File: config.mk
export PLATFORM = sky130hd
export DESIGN_NAME = uart_fifo_controller
export DESIGN_NICKNAME = d
export VERILOG_FILES = /design/src/rtl/uart_pkg.sv /design/src/rtl/sync_fifo.sv /design/src/rtl/uart_fifo_controller.sv
export SDC_FILE = /design/constraint.sdc
export NUM_CORES = 1
export LEC_CHECK = 0
export BUFFER_PORTS_ARGS = -buffer_cell sky130_fd_sc_hd__buf_2
export CORE_ASPECT_RATIO = 0.7
export CORE_UTILIZATION = 65
export DETAILED_ROUTE_END_ITERATION = 12
export HOLD_SLACK_MARGIN = 0.12
export PLACE_DENSITY = 0.91
export SLEW_MARGIN = 20
export SYNTH_ARGS = -nofsm -noshare
export SYNTH_HDL_FRONTEND = slang
export SYNTH_SLANG_ARGS = --single-unit
File: constraint.sdc
create_clock -name clk -period 4.5 [get_ports clk]
set_clock_uncertainty 0.2 [all_clocks]
set_input_delay 1.125 -clock clk [delete_from_list [all_inputs] [get_ports clk]]
set_output_delay 1.125 -clock clk [all_outputs]
set_load 0.1 [all_outputs]
File: src/rtl/uart_pkg.sv
// Shared register map and bit positions for the UART FIFO controller.
package uart_pkg;

  localparam logic [1:0] ADDR_DATA    = 2'd0;
  localparam logic [1:0] ADDR_STATUS  = 2'd1;
  localparam logic [1:0] ADDR_CONTROL = 2'd2;
  localparam logic [1:0] ADDR_LEVELS  = 2'd3;

  localparam int ST_RX_NOT_EMPTY = 0;
  localparam int ST_RX_FULL      = 1;
  localparam int ST_TX_EMPTY     = 2;
  localparam int ST_TX_FULL      = 3;
  localparam int ST_RX_OVF       = 4;
  localparam int ST_TX_OVF       = 5;

  localparam int CTL_RX_IRQ_EN = 0;
  localparam int CTL_TX_IRQ_EN = 1;
  localparam int CTL_RX_FLUSH  = 2;
  localparam int CTL_TX_FLUSH  = 3;

endpackage

File: src/rtl/sync_fifo.sv
// First-word fall-through FIFO with a separate occupancy counter; flush beats push/pop.
module sync_fifo #(
  parameter int WIDTH = 8,
  parameter int DEPTH = 16,
  localparam int PW = $clog2(DEPTH),
  localparam int CW = $clog2(DEPTH + 1)
) (
  input  logic             clk,
  input  logic             reset,
  input  logic             push,
  input  logic             pop,
  input  logic             flush,
  input  logic [WIDTH-1:0] din,
  output logic [WIDTH-1:0] dout,
  output logic [CW-1:0]    count,
  output logic             full,
  output logic             empty
);

  logic [WIDTH-1:0] mem_q [DEPTH];
  logic [PW-1:0]    wptr_q, wptr_d, rptr_q, rptr_d;
  logic [CW-1:0]    count_q, count_d;
  logic             do_push, do_pop;

  assign empty   = (count_q == '0);
  assign full    = (count_q == CW'(DEPTH));
  assign do_pop  = pop & ~empty;
  // A full FIFO still accepts a push when an entry leaves on the same edge.
  assign do_push = push & (~full | do_pop);
  assign dout    = empty ? '0 : mem_q[rptr_q];
  assign count   = count_q;

  always_comb begin
    wptr_d  = wptr_q;
    rptr_d  = rptr_q;
    count_d = count_q;
    if (flush) begin
      wptr_d  = '0;
      rptr_d  = '0;
      count_d = '0;
    end else begin
      if (do_push) wptr_d = wptr_q + PW'(1);
      if (do_pop)  rptr_d = rptr_q + PW'(1);
      if (do_push && !do_pop)      count_d = count_q + CW'(1);
      else if (do_pop && !do_push) count_d = count_q - CW'(1);
    end
  end

  always_ff @(posedge clk or negedge reset) begin
    if (!reset) begin
      wptr_q  <= '0;
      rptr_q  <= '0;
      count_q <= '0;
    end else begin
      wptr_q  <= wptr_d;
      rptr_q  <= rptr_d;
      count_q <= count_d;
    end
  end

  always_ff @(posedge clk) begin
    if (do_push && !flush) mem_q[wptr_q] <= din;
  end

endmodule

File: src/rtl/uart_fifo_controller.sv
// Memory-mapped UART controller: RX/TX FIFOs, sticky overflow flags, maskable irq.
module uart_fifo_controller
  import uart_pkg::*;
#(
  parameter int DATA_W   = 8,
  parameter int RX_DEPTH = 16,
  parameter int TX_DEPTH = 16
) (
  input  logic              clk,
  input  logic              reset,
  input  logic              ren,
  input  logic              wen,
  input  logic [1:0]        address,
  input  logic [31:0]       data_in,
  output logic [31:0]       data_out,
  input  logic [DATA_W-1:0] rx_data,
  input  logic              rx_valid,
  output logic [DATA_W-1:0] tx_data,
  output logic              tx_valid,
  input  logic              tx_ready,
  output logic              irq
);

  localparam int RX_CW = $clog2(RX_DEPTH + 1);
  localparam int TX_CW = $clog2(TX_DEPTH + 1);

  logic              rd_en, wr_data, wr_status, wr_control, rd_data;
  logic              rx_flush, tx_flush, rx_pop, tx_pop;
  logic              rx_full, rx_empty, tx_full, tx_empty;
  logic              rx_ovf_set, tx_ovf_set;
  logic [DATA_W-1:0] rx_head;
  logic [RX_CW-1:0]  rx_count;
  logic [TX_CW-1:0]  tx_count;
  logic [31:0]       status_w, rd_mux;
  logic [31:0]       data_out_q, data_out_d;
  logic              rx_ovf_q, rx_ovf_d, tx_ovf_q, tx_ovf_d;
  logic              rx_irq_en_q, rx_irq_en_d, tx_irq_en_q, tx_irq_en_d;
  logic              irq_q, irq_d;
  logic              unused_data_in;

  assign unused_data_in = ^data_in;

  // A write in the same cycle as a read takes priority; the read is dropped.
  assign rd_en      = ren & ~wen;
  assign rd_data    = rd_en & (address == ADDR_DATA);
  assign wr_data    = wen & (address == ADDR_DATA);
  assign wr_status  = wen & (address == ADDR_STATUS);
  assign wr_control = wen & (address == ADDR_CONTROL);
  assign rx_flush   = wr_control & data_in[CTL_RX_FLUSH];
  assign tx_flush   = wr_control & data_in[CTL_TX_FLUSH];
  assign rx_pop     = rd_data & ~rx_empty;
  assign tx_pop     = tx_valid & tx_ready;
  assign rx_ovf_set = rx_valid & rx_full & ~rx_pop & ~rx_flush;
  assign tx_ovf_set = wr_data & tx_full & ~tx_pop & ~tx_flush;

  sync_fifo #(.WIDTH(DATA_W), .DEPTH(RX_DEPTH)) u_rx_fifo (
    .clk  (clk),
    .reset(reset),
    .push (rx_valid),
    .pop  (rd_data),
    .flush(rx_flush),
    .din  (rx_data),
    .dout (rx_head),
    .count(rx_count),
    .full (rx_full),
    .empty(rx_empty)
  );

  sync_fifo #(.WIDTH(DATA_W), .DEPTH(TX_DEPTH)) u_tx_fifo (
    .clk  (clk),
    .reset(reset),
    .push (wr_data),
    .pop  (tx_ready),
    .flush(tx_flush),
    .din  (data_in[DATA_W-1:0]),
    .dout (tx_data),
    .count(tx_count),
    .full (tx_full),
    .empty(tx_empty)
  );

  assign tx_valid = ~tx_empty;

  always_comb begin
    status_w                  = '0;
    status_w[ST_RX_NOT_EMPTY] = ~rx_empty;
    status_w[ST_RX_FULL]      = rx_full;
    status_w[ST_TX_EMPTY]     = tx_empty;
    status_w[ST_TX_FULL]      = tx_full;
    status_w[ST_RX_OVF]       = rx_ovf_q;
    status_w[ST_TX_OVF]       = tx_ovf_q;
  end

  always_comb begin
    rd_mux = '0;
    case (address)
      ADDR_DATA:    rd_mux = {{(32-DATA_W){1'b0}}, rx_head};
      ADDR_STATUS:  rd_mux = status_w;
      ADDR_CONTROL: rd_mux = {30'b0, tx_irq_en_q, rx_irq_en_q};
      ADDR_LEVELS:  rd_mux = {{(16-TX_CW){1'b0}}, tx_count, {(16-RX_CW){1'b0}}, rx_count};
      default:      rd_mux = '0;
    endcase
  end

  // Clear-then-set ordering makes a new overflow win over a same-cycle W1C.
  assign rx_ovf_d    = (rx_ovf_q & ~(wr_status & data_in[ST_RX_OVF])) | rx_ovf_set;
  assign tx_ovf_d    = (tx_ovf_q & ~(wr_status & data_in[ST_TX_OVF])) | tx_ovf_set;
  assign rx_irq_en_d = wr_control ? data_in[CTL_RX_IRQ_EN] : rx_irq_en_q;
  assign tx_irq_en_d = wr_control ? data_in[CTL_TX_IRQ_EN] : tx_irq_en_q;
  assign data_out_d  = rd_en ? rd_mux : data_out_q;
  assign irq_d       = (rx_irq_en_q & ~rx_empty) | (tx_irq_en_q & tx_empty) | rx_ovf_q | tx_ovf_q;

  always_ff @(posedge clk or negedge reset) begin
    if (!reset) begin
      data_out_q  <= '0;
      rx_ovf_q    <= 1'b0;
      tx_ovf_q    <= 1'b0;
      rx_irq_en_q <= 1'b0;
      tx_irq_en_q <= 1'b0;
      irq_q       <= 1'b0;
    end else begin
      data_out_q  <= data_out_d;
      rx_ovf_q    <= rx_ovf_d;
      tx_ovf_q    <= tx_ovf_d;
      rx_irq_en_q <= rx_irq_en_d;
      tx_irq_en_q <= tx_irq_en_d;
      irq_q       <= irq_d;
    end
  end

  assign data_out = data_out_q;
  assign irq      = irq_q;

endmodule

==> results.ini <==
[clocking]
cts_tree = yes
clock-sinks = 300
clk_pin_slew_worst_paths_ns = 0.06
clock_latency_ns = 0.54
cts-resized-gates = 0
ctsHtreeMaxLevel = 1
cts_root_buffer = clkbuf_16
cts_buffer_depth = 3
cts_hold_buf = 0
numCtsBuffers = 27
post-cts-setup-buffers = 0

[floorplan]
fp-row-count = 42
start_util_pct = 67.1
die_width_um = 170
fp.dieH_um = 119
dieArea_um2 = 20300
fp.coreArea_um2 = 19100
pin_count = 90

[routing]
drc_errors = 0
avgViaCountPerCell = 7.28
first_iter_violations = 1520
ant_nets = 0
dr.pass1.iters = 5
vias = 7645
wl_per_cell_um = 30.6
routed_wl_um = 32100

[logic_synthesis]
synth_seq_area_share_pct = 68.6
yosys_warnings = 0
synth_edf_count = 256
yosysMostFrequentCell = edfxtp_1
yosysUniqueCellTypes = 66
synth_cells = 717
synth_top_area_share_pct = 60.0
syn_area_per_cell_um2 = 17.9
async_flop_share_pct = 14.7
yosys_most_used_dff = edfxtp_1
netlist_top_cells_count = 256 x edfxtp_1, 64 x mux4_2, 44 x dfrtp_1
syn_area_um2 = 12800
synthTopCellsByArea = edfxtp_1 60%, mux4_2 11%, dfrtp_1 8.6%
yosysTopAreaCell = edfxtp_1
ys_ff_latch = 300

[sta]
tns_ns = 0
setup_viol = 0
hold_violations = 0
fmax_mhz = 241
rsz0062_at_grt = false
min_period_ns = 4.15
relSlewSlack_pct = 18.9
slew_violations = 0
min_period_over_period_pct = 92.3
tightest_slew_ns = 1.22
fin_ws_ns = 0.348

[critical_path]
cp-end-kind = primary output
path_class = reg2out
cp-startpoint = u_tx_fifo.count[1]$_DFFE_PN0P_
startpoint_type = register
r2r_end = u_tx_fifo.count[4]$_DFFE_PN0P_
reg2reg_depth = 8
critPathArrivalTime_ns = 2.83
worstPathRequired_ns = 3.17
r2r_slack_ns = 0.50
reg2reg_from = u_tx_fifo.count[1]$_DFFE_PN0P_
critPathMaxFanout = 8

[min_path]
hp-start = data_out[18]$_DFFE_PN0N_
worstHoldEndpoint = data_out[18]$_DFFE_PN0N_
hold_class = reg2reg
whs_path_depth = 1

[power_and_ir_drop]
peakVddDrop_v = 0.000472
leakagePower_nw = 4.87
power.density_nw_per_um2 = 644

[job]
cap_violations = 0

[run_status]
status = complete, no violations

[global_routing]
grt_pass1_wl_um = 46400
antenna_found_initial = 5
grt.total_usage_pct = 32.1
grt_pass1_vias = 7397
grt_max_degree = 45
overflow = 0

[place]
gp_congestion = 0.882
place_ws_ns = 0.380
placed_area_um2 = 13200
dp_hpwl_um = 17900
numPortBuffers = 46

[final_layout]
postLayoutCellArea_um2 = 14100
area_growth_pct = 10.4
layout-drive-gt1-share_pct = 24.2
fin_nets = 831
final_util_pct = 74.1

[state kept, by name (all words and copies together), names as in the netlist, 4 cells and up]
signal and flops:
data_out 13, u_tx_fifo.mem_q 128, u_rx_fifo.mem_q 128, u_rx_fifo.rptr_q 4, u_tx_fifo.wptr_q 4, u_tx_fifo.count 5, u_tx_fifo.rptr_q 4, u_rx_fifo.wptr_q 4
u_rx_fifo.count 5
[worst max-delay path by stage]
stage | slack (ns) | end | cells past startpoint
after global placement | 0.53 | u_tx_fifo.count[4]$_DFFE_PN0P_ | 9
after floorplan | -0.07 | tx_data[6] | 5
after detailed placement | 0.38 | u_tx_fifo.count[4]$_DFFE_PN0P_ | 9
final | 0.35 | tx_data[4] | 5
after CTS | 0.47 | tx_data[2] | 5
after global routing | 0.34 | tx_data[4] | 5
[layer usage]
layer  vias to the layer above  wire length (um)  global-route usage (%)
met4                         0              1600                    11.1
li1                       2935                 -                       -
met5                         -                 0                       0
met2                       798             14800                    49.2
met1                      3774             11200                    45.2
met3                       138              4620                    8.64
[layout by cell type, fill, tap and decap left out, types with 13 or more instances in the layout]
| cell type | instances |
|---|---|
| mux4_2 | 64 |
| nand2_1 | 16 |
| nor2_1 | 27 |
| mux2_2 | 13 |
| and2_1 | 22 |
| edfxtp_1 | 256 |
| conb_1 | 19 |
| dfrtp_1 | 42 |
| buf_2 | 45 |
| clkbuf_16 | 27 |
| inv_1 | 14 |
| mux2i_1 | 36 |
| ha_1 | 18 |
| nand3_1 | 17 |
[logic make-up after synthesis]
logic type,count (synthesis),share of synthesized area [%]
AOI/OAI and AO/OA,78,4.72
xor gates and xnor gates,11,0.753
adders and majority gates,20,2.07
buffers and inverters,72,2.93
DFF,300,68.6
muxes,113,15.2
other,1,0.0293
and+or+nand+nor,122,5.63
[critical path, stage by stage, from the launching register on]
cell and delay [ns]:
dfrtp_1 0.48, nor4_1 0.77, nand2_1 0.24, nand2b_1 0.33, o22ai_1 0.16, buf_2 0.31
[metrics by stage]
stage | std cells | total power, mW | hold WS (ns)
floorplan | 735 | 5.88 | 0.253
global placement | 998 | 6.40 | 0.275
detailed placement | 998 | 6.58 | 0.305
CTS | 1046 | 8.98 | 0.319
global route | 1049 | 9.32 | 0.352
finish | 1050 | 9.10 | 0.311
[area by class of cell]
| class | count | area, um2 |
|---|---|---|
| Antenna cell | 4 | 10.0 |
| Clock buffer | 36 | 739 |
| Clock inverter | 12 | 156 |
| Fill cell | 958 | 4940 |
| Inverter | 14 | 52.6 |
| Multi-Input combinational cell | 363 | 3730 |
| Sequential cell | 300 | 8790 |
| Tap cell | 264 | 330 |
| Timing Repair Buffer | 57 | 328 |
[report_power, final]
group	switching (mW)	total, mW	internal, mW	leakage (nW)
clock	0.977	2.35	1.38	0.434
sequential	0.412	3.70	3.29	2.86
combinational	2.05	3.05	1.00	1.57
No activity file was read; power rests on OpenSTA's default activity.
